## src/rtl/uart_pkg.sv

```systemverilog
// Shared UART definitions: state encoding and default frame geometry.
// Used by the receive sampler and intended for the future transmitter.
package uart_pkg;

    localparam int unsigned CLKS_PER_BIT_DEF = 10;
    localparam int unsigned DATA_BITS_DEF    = 8;

    localparam logic [1:0] ST_IDLE  = 2'd0;
    localparam logic [1:0] ST_START = 2'd1;
    localparam logic [1:0] ST_DATA  = 2'd2;
    localparam logic [1:0] ST_STOP  = 2'd3;

    typedef enum logic [1:0] {
        S_IDLE  = ST_IDLE,
        S_START = ST_START,
        S_DATA  = ST_DATA,
        S_STOP  = ST_STOP
    } rx_state_t;

endpackage

```

## src/rtl/uart_rx_sync.sv

```systemverilog
// Synchronizer for an asynchronous serial line plus falling-edge detect.
// Ports:
//   clk_in    : clock
//   rst       : synchronous active-high reset (chain preset to idle-high)
//   rx_in     : asynchronous serial line
//   rxs       : synchronized line
//   fall_edge : high for one cycle when rxs goes 1 -> 0
module uart_rx_sync #(
    parameter int unsigned SYNC_STAGES = 2
) (
    input  logic clk_in,
    input  logic rst,
    input  logic rx_in,
    output logic rxs,
    output logic fall_edge
);

    logic [SYNC_STAGES-1:0] chain;
    logic                   rxs_d;

    // Preset to 1 so reset release never looks like the line just fell.
    always_ff @(posedge clk_in) begin
        if (rst) begin
            chain <= '1;
            rxs_d <= 1'b1;
        end else begin
            chain <= {chain[SYNC_STAGES-2:0], rx_in};
            rxs_d <= chain[SYNC_STAGES-1];
        end
    end

    assign rxs       = chain[SYNC_STAGES-1];
    assign fall_edge = rxs_d & ~rxs;

endmodule

```

## src/rtl/uart_rx_sampler.sv

```systemverilog
// Oversampling UART receiver: start-bit glitch rejection, mid-bit sampling
// of DATA_BITS LSB-first, stop-bit check, one strobe per frame.
// Ports:
//   clk_in    : clock
//   rst       : synchronous active-high reset
//   rx_in     : asynchronous serial line, idle high
//   rx_data   : last good byte, held until the next good frame
//   rx_valid  : 1-cycle pulse, rx_data new in the same cycle
//   frame_err : 1-cycle pulse, stop bit sampled low (rx_data untouched)
//   busy      : high whenever the receiver is not idle
module uart_rx_sampler
    import uart_pkg::*;
#(
    parameter int unsigned CLKS_PER_BIT = CLKS_PER_BIT_DEF,
    parameter int unsigned DATA_BITS    = DATA_BITS_DEF,
    parameter int unsigned SYNC_STAGES  = 2
) (
    input  logic                 clk_in,
    input  logic                 rst,
    input  logic                 rx_in,
    output logic [DATA_BITS-1:0] rx_data,
    output logic                 rx_valid,
    output logic                 frame_err,
    output logic                 busy
);

    localparam int unsigned CNT_W = $clog2(CLKS_PER_BIT);
    localparam int unsigned BIT_W = $clog2(DATA_BITS);

    localparam logic [CNT_W-1:0] HALF_M1  = CNT_W'(CLKS_PER_BIT / 2 - 1);
    localparam logic [CNT_W-1:0] FULL_M1  = CNT_W'(CLKS_PER_BIT - 1);
    localparam logic [BIT_W-1:0] LAST_BIT = BIT_W'(DATA_BITS - 1);

    logic                 rxs;
    logic                 fall_edge;
    rx_state_t            state;
    logic [CNT_W-1:0]     cnt;
    logic [BIT_W-1:0]     bit_idx;
    logic [DATA_BITS-1:0] shreg;

    uart_rx_sync #(
        .SYNC_STAGES (SYNC_STAGES)
    ) u_sync (
        .clk_in    (clk_in),
        .rst       (rst),
        .rx_in     (rx_in),
        .rxs       (rxs),
        .fall_edge (fall_edge)
    );

    // Frame FSM; the half-bit wait in START centres all later samples mid-bit.
    always_ff @(posedge clk_in) begin
        if (rst) begin
            state     <= S_IDLE;
            cnt       <= '0;
            bit_idx   <= '0;
            shreg     <= '0;
            rx_data   <= '0;
            rx_valid  <= 1'b0;
            frame_err <= 1'b0;
            busy      <= 1'b0;
        end else begin
            rx_valid  <= 1'b0;
            frame_err <= 1'b0;
            case (state)
                S_IDLE: begin
                    cnt     <= '0;
                    bit_idx <= '0;
                    if (fall_edge) begin
                        state <= S_START;
                        busy  <= 1'b1;
                    end
                end
                S_START: begin
                    if (cnt == HALF_M1) begin
                        cnt <= '0;
                        if (rxs) begin
                            // line back high by mid-start: treat as a glitch
                            state <= S_IDLE;
                            busy  <= 1'b0;
                        end else begin
                            state   <= S_DATA;
                            bit_idx <= '0;
                        end
                    end else begin
                        cnt <= cnt + CNT_W'(1);
                    end
                end
                S_DATA: begin
                    if (cnt == FULL_M1) begin
                        cnt            <= '0;
                        shreg[bit_idx] <= rxs;
                        if (bit_idx == LAST_BIT) begin
                            state <= S_STOP;
                        end else begin
                            bit_idx <= bit_idx + BIT_W'(1);
                        end
                    end else begin
                        cnt <= cnt + CNT_W'(1);
                    end
                end
                S_STOP: begin
                    if (cnt == FULL_M1) begin
                        // return at mid-stop so a back-to-back start is caught
                        cnt   <= '0;
                        state <= S_IDLE;
                        busy  <= 1'b0;
                        if (rxs) begin
                            rx_data  <= shreg;
                            rx_valid <= 1'b1;
                        end else begin
                            frame_err <= 1'b1;
                        end
                    end else begin
                        cnt <= cnt + CNT_W'(1);
                    end
                end
                default: begin
                    state <= S_IDLE;
                    busy  <= 1'b0;
                end
            endcase
        end
    end

endmodule

```

## config.mk

```make
export PLATFORM = sky130hd
export DESIGN_NAME = uart_rx_sampler
export DESIGN_NICKNAME = d
export VERILOG_FILES = /design/src/rtl/uart_pkg.sv /design/src/rtl/uart_rx_sync.sv /design/src/rtl/uart_rx_sampler.sv
export SDC_FILE = /design/constraint.sdc
export NUM_CORES = 1
export LEC_CHECK = 0
export BUFFER_PORTS_ARGS = -buffer_cell sky130_fd_sc_hd__buf_2
export CAP_MARGIN = 20
export CORE_MARGIN = 10
export CORE_UTILIZATION = 30
export DETAILED_ROUTE_END_ITERATION = 16
export SETUP_SLACK_MARGIN = 0.15
export SLEW_MARGIN = 20
export SYNTH_ARGS = -nofsm -noshare
export SYNTH_HDL_FRONTEND = slang
export SYNTH_SLANG_ARGS = --single-unit
```

## constraint.sdc

```tcl
create_clock -name clk_in -period 1.4 [get_ports clk_in]
set_input_delay 0.14 -clock clk_in [delete_from_list [all_inputs] [get_ports clk_in]]
set_output_delay 0.14 -clock clk_in [all_outputs]
set_load 0.02 [all_outputs]
```

# After elaboration in Yosys (flattened, before gate mapping)
# Index checks and enable logic that the tools add are counted.
# Widths: inputs -> output; s select.
[word_totals]
reg_bits = 31
in_bits = 3
out_inout_bits = 11
[classes]
muxes = 25
reduce_logical = 11
n_eq_ne = 14
n_addsub = 2
magnitude_cmp = 2
n_bitwise = 4
[op_table]
columns = ["op", "n"]
rows = [
  ["$reduce_and 5->1", 3],
  ["$ne 2x2->1 const B", 7],
  ["$mux 2", 6],
  ["$mux 3", 4],
  ["$pmux 4 s3", 1],
  ["$pmux 3 s3", 1],
  ["$bwmux 8", 1],
  ["$mux 4", 2],
  ["$pmux 2 s4", 1],
  ["$mux 1", 7],
  ["$reduce_bool 3->1", 2],
  ["$add 4x1->4 const B", 1],
  ["$eq 2x2->1 const B", 2],
  ["$eq 4x3->1 const B", 1],
  ["$eq 4x4->1 const B", 1],
  ["$lt 3x4->1 const B", 1],
  ["$add 3x1->3 const B", 1],
  ["$demux 1 s3", 1],
  ["$eq 3x3->1 const B", 1],
  ["$ge 3x1->1 const B", 1],
  ["$not 1->1", 3],
  ["$pmux 1 s3", 1],
  ["$reduce_and 3->1", 1],
  ["$reduce_or 3->1", 1],
  ["7 further kinds", 7],
]

# Logic depth before layout (Yosys ltp)
[depth]
word_depth = 5
depth_mapped = 8

# Modules after synthesis
# Synthesis repeated with hierarchy kept, for this count alone.
[unflattened]
cells_unflattened = 148
area_unflattened_um2 = 1421.4
[by_module_without_submodules]
columns = ["mod", "cells_each", "seq_area_each_um2", "area_per_inst_um2", "instances"]
rows = [
  ["uart_rx_sampler", 141, 560.5, 1336.3, 1],
  ["uart_rx_sync", 7, 60.1, 85.1, 1],
]

# Worst setup path after synthesis
# OpenSTA, ideal clock, no wires.
[synth_path]
path_type = "register to register"
from = "reg bit_idx[0]"
to = "reg bit_idx[0]"
required_time_ns = 1.270
stages_incl_launch_ff = 6
path_buffers = 0
t_arrival_ns = 1.405
setup_slack_ns = -0.135
period_less_slack_ns = 1.535
path_cell_list = "dfxtp_1 > ha_1 > ha_1 > or3_2 > a22oi_1 > o32ai_1"
[synth_between]
elab_chain_len = 4
word_cells_on_any_way = 7
cone_classes = "1 x add/sub; 2 x eq/ne; 3 x mux; 1 x reduce/logical"
[synth_rtl]
columns = ["item", "line_no", "text"]
rows = [
  ["start, declared", "uart_rx_sampler.sv:38", "logic [BIT_W-1:0] bit_idx;"],
  ["start signal, assigned", "uart_rx_sampler.sv:96", "bit_idx <= bit_idx + BIT_W'(1);"],
  ["$add 3x1->3", "uart_rx_sampler.sv:96", ""],
  ["$mux 3", "uart_rx_sampler.sv:93", "if (bit_idx == LAST_BIT) begin"],
  ["$mux 3", "uart_rx_sampler.sv:90", "if (cnt == FULL_M1) begin"],
  ["$pmux 3 s3", "uart_rx_sampler.sv:65", "case (state)"],
]
# Several ways; a longest one is shown, not always the timed one. The select of a mux whose other input is x is not followed.
# A chain may end at the register's enable or synchronous reset.

# Final worst setup path
[layout_path]
from = "reg cnt[1]"
to = "reg cnt[1]"
[layout_between]
elab_chain_len = 3
word_cells_on_any_way = 6
cone_classes = "1 x add/sub; 2 x eq/ne; 3 x mux"
[layout_rtl]
columns = ["item", "line_no", "text"]
rows = [
  ["start, declared", "uart_rx_sampler.sv:37", "logic [CNT_W-1:0] cnt;"],
  ["start signal, assigned", "uart_rx_sampler.sv:86", "cnt <= cnt + CNT_W'(1);"],
  ["start signal, assigned", "uart_rx_sampler.sv:99", "cnt <= cnt + CNT_W'(1);"],
  ["start signal, assigned", "uart_rx_sampler.sv:115", "cnt <= cnt + CNT_W'(1);"],
  ["$add 4x1->4 (tied with other cells)", "uart_rx_sampler.sv:86, uart_rx_sampler.sv:99, uart_rx_sampler.sv:115", ""],
  ["$mux 4 (on tied branches)", "uart_rx_sampler.sv:90, uart_rx_sampler.sv:103, uart_rx_sampler.sv:75", ""],
  ["$pmux 4 s3 (*)", "uart_rx_sampler.sv:65", ""],
]
# Every way passes the cells marked *; elsewhere a longest branch is shown, timed or not.

==> flow_summary.ini <==
[run_status]
status = finished with violations
violations = setup timing

[timing]
worst_slew_pin_slew_ns = 0.500
finalHoldViolations = 0
final.period_utilization = 1.03
tns_ns = -0.238
max_slew_margin = 0.666
fin_skew_ns = 0.00194
setup-violations-final = 7
grt_setup_unrepaired = yes
fin_hold_ws_ns = 0.0410
slew_viol_final = 0
final.min_clock_period_ns = 1.45
fmax_mhz = 691
layout_setup_ws_ns = -0.0475

[pwr]
ir_worst_vdd_v = 0.000736
p_per_area_mw_per_mm2 = 986
p_leak_nw = 0.794
p_total_mw = 1.88

[placed_design]
place_worst_setup_slack_ns = -0.165
io_buffers = 13
place_inst = 221
placed_area_sq_mm = 0.00156
gp_congestion = 0.748
dp_hpwl_um = 1970

[logic_synthesis]
ys_ff_latch = 31
syn-mean-instance-area_sq_um = 8.94
synth_top_area_cell = dfxtp_1
postSynthCellCount = 148
synth.yosys.seq_area_share = 0.469
synth_area_leaders = dfxtp_1 (47%), mux2i_1 (6.1%), nand2_1 (5.4%), nor2_1 (5.4%), ha_1 (4.7%)
synth_top_area_frac = 0.469
synth_cell_types = 34
syn-cell-area_sq_mm = 0.00132
synth_fp_nets = 156
yosysWarnings = 0

[final_layout]
syn_to_final_growth_pct = 44.1
diodes = 0
fin_area_sq_mm = 0.00191
finalNonFillerCells = 235
drive_gt1_frac = 0.470
final_cell_mix = dfxtp_1 (27), buf_4 (19), nand2_1 (15), nor2_1 (14), buf_2 (13)
final_util = 0.441
final_nets = 190
layout_commonest_cell = dfxtp_1

[floorplan]
ios = 14
dieHeight_um = 86.4
start_util = 0.306
core_sq_mm = 0.00432
die_area_sq_mm = 0.00746
die_w_um = 86.4
num_rows = 24

[grt]
track_usage = 0.0839
grt_pass1_vias = 1162
grt_pass1_wl_um = 5130
grt_max_degree = 29
gr-total-overflow = 0
antenna_found_initial = 0

[critical_path]
slowest_stage = or3_4
slowest_delay_ns = 0.40
rrSetupSlack_ns = -0.05
startpoint_type = flip-flop
cp_cell_sequence = inv_2, ha_4, and4b_4, buf_4, or3_4, nor2_2
crit_type = flip-flop to flip-flop
endpoint_kind = flip-flop
required_ns = 1.61
crit_fanout = 8
crit_arrival_ns = 1.66

[clocking]
cts_buffers = 5
cts_max_path_buffers = 2
cts.sinks = 31
root_buffer = clkbuf_8
clock_latency_ns = 0.28
cts_tree = done
cts_max_level = 2
clk_pin_slew_ns = 0.06
hold_buffers = 0

[job]
max_cap_viol_count = 0

[route]
first_pass_iters = 4
vias = 1123
first_iter_violations = 73
finalWirelength_um = 3080
final_antenna_net_count = 0
vias_per_cell = 4.78
wl_per_cell_um = 13.1
post-route-drc-count = 0

[worst_hold_path]
hold_path.class = input pin to flip-flop
## cells in the mapped netlist
cell,count
buf_4,2
buf_2,1
a22oi_1,1
clkbuf_1,5
nand3_1,10
o21a_1,1
buf_6,2
nor2_1,19
a221oi_1,1
or3_4,1
nor2b_1,2
and4b_1,1
nor3_1,1
o31ai_1,1
a2bb2oi_1,1
inv_1,4
or2_2,3
a21oi_1,10
xor2_1,1
or3_2,2
dfxtp_1,31
o32ai_1,1
nand4b_1,2
a31oi_1,2
ha_1,5
nand3b_1,1
nand2_1,19
o21ba_2,1
nand3_2,1
xnor2_1,1
nand4_1,4
and3_1,1
mux2i_1,8
nand2b_1,2
## metal layers
metal / part of all wire / GRT usage / wire (um) / vias to the layer above
met3: 0.065 / 0.0328 / 199 / 4
met5: 0 / 0 / 0 / -
met4: 0.020 / 0.0442 / 62 / 0
met2: 0.47 / 0.131 / 1450 / 23
met1: 0.44 / 0.0967 / 1370 / 516
li1: - / - / - / 580
## flip-flops by register name, summed over array words and instances, names as in the netlist, named ones only
register	flops
rx_data	8
shreg	8
cnt	4
bit_idx	3
u_sync.chain	2
busy	1
frame_err	1
rx_valid	1
state	1
u_sync.rxs_d	1
## power by group
| part | switching [mW] | total (mW) | internal, mW | leakage, nW |
|---|---|---|---|---|
| clock network | 0.333 | 0.909 | 0.575 | 0.0612 |
| logic | 0.0421 | 0.0718 | 0.0297 | 0.480 |
| registers | 0.00990 | 0.898 | 0.888 | 0.253 |
## kinds of logic (layout without fill, tap and decap cells)
kind of cell    after synthesis  count (layout)  share of synthesized area
fa+ha+maj                     5               5                     0.0473
compound gates               19              19                     0.0918
flops                        31              31                      0.469
mux                           8               8                     0.0606
xor+xnor                      2               2                     0.0132
simple gates                 69              70                      0.260
buf+inv                      14              48                     0.0577
## what timing repair did
item,CTS,global route
hold endpoints to repair,0,0
resized for setup,26,16
pin swaps,18,11
setup endpoints to repair,28,28
cloned,0,1
buffers inserted,4,1
## cell type report
cell class	count	area, sq um
inverters	4	17.5
well taps	52	65.1
fillers	435	2420
clock buffers	6	82.6
multi-input cells	104	821
repair buffers	36	256
clock inverters	2	35.0
flip-flops and latches	31	628
## worst paths after layout
check	start	endpoint	depth (start not counted)
hold / removal	rx_in	u_sync.chain[0]$_SDFF_PP1_	2
hold reg to reg	u_sync.chain[0]$_SDFF_PP1_	u_sync.chain[1]$_SDFF_PP1_	1
setup reg to reg	cnt[1]$_SDFF_PP0_	cnt[1]$_SDFF_PP0_	6
setup / recovery	cnt[1]$_SDFF_PP0_	cnt[1]$_SDFF_PP0_	6
## worst max-delay path: cells and delay by family, from the launching register on
family	cells	cell delay, ns
fa+ha+maj	1	0.15
simple gates	3	0.72
flops	1	0.33
buf+inv	2	0.18
Power figures use the tool's default switching activity.
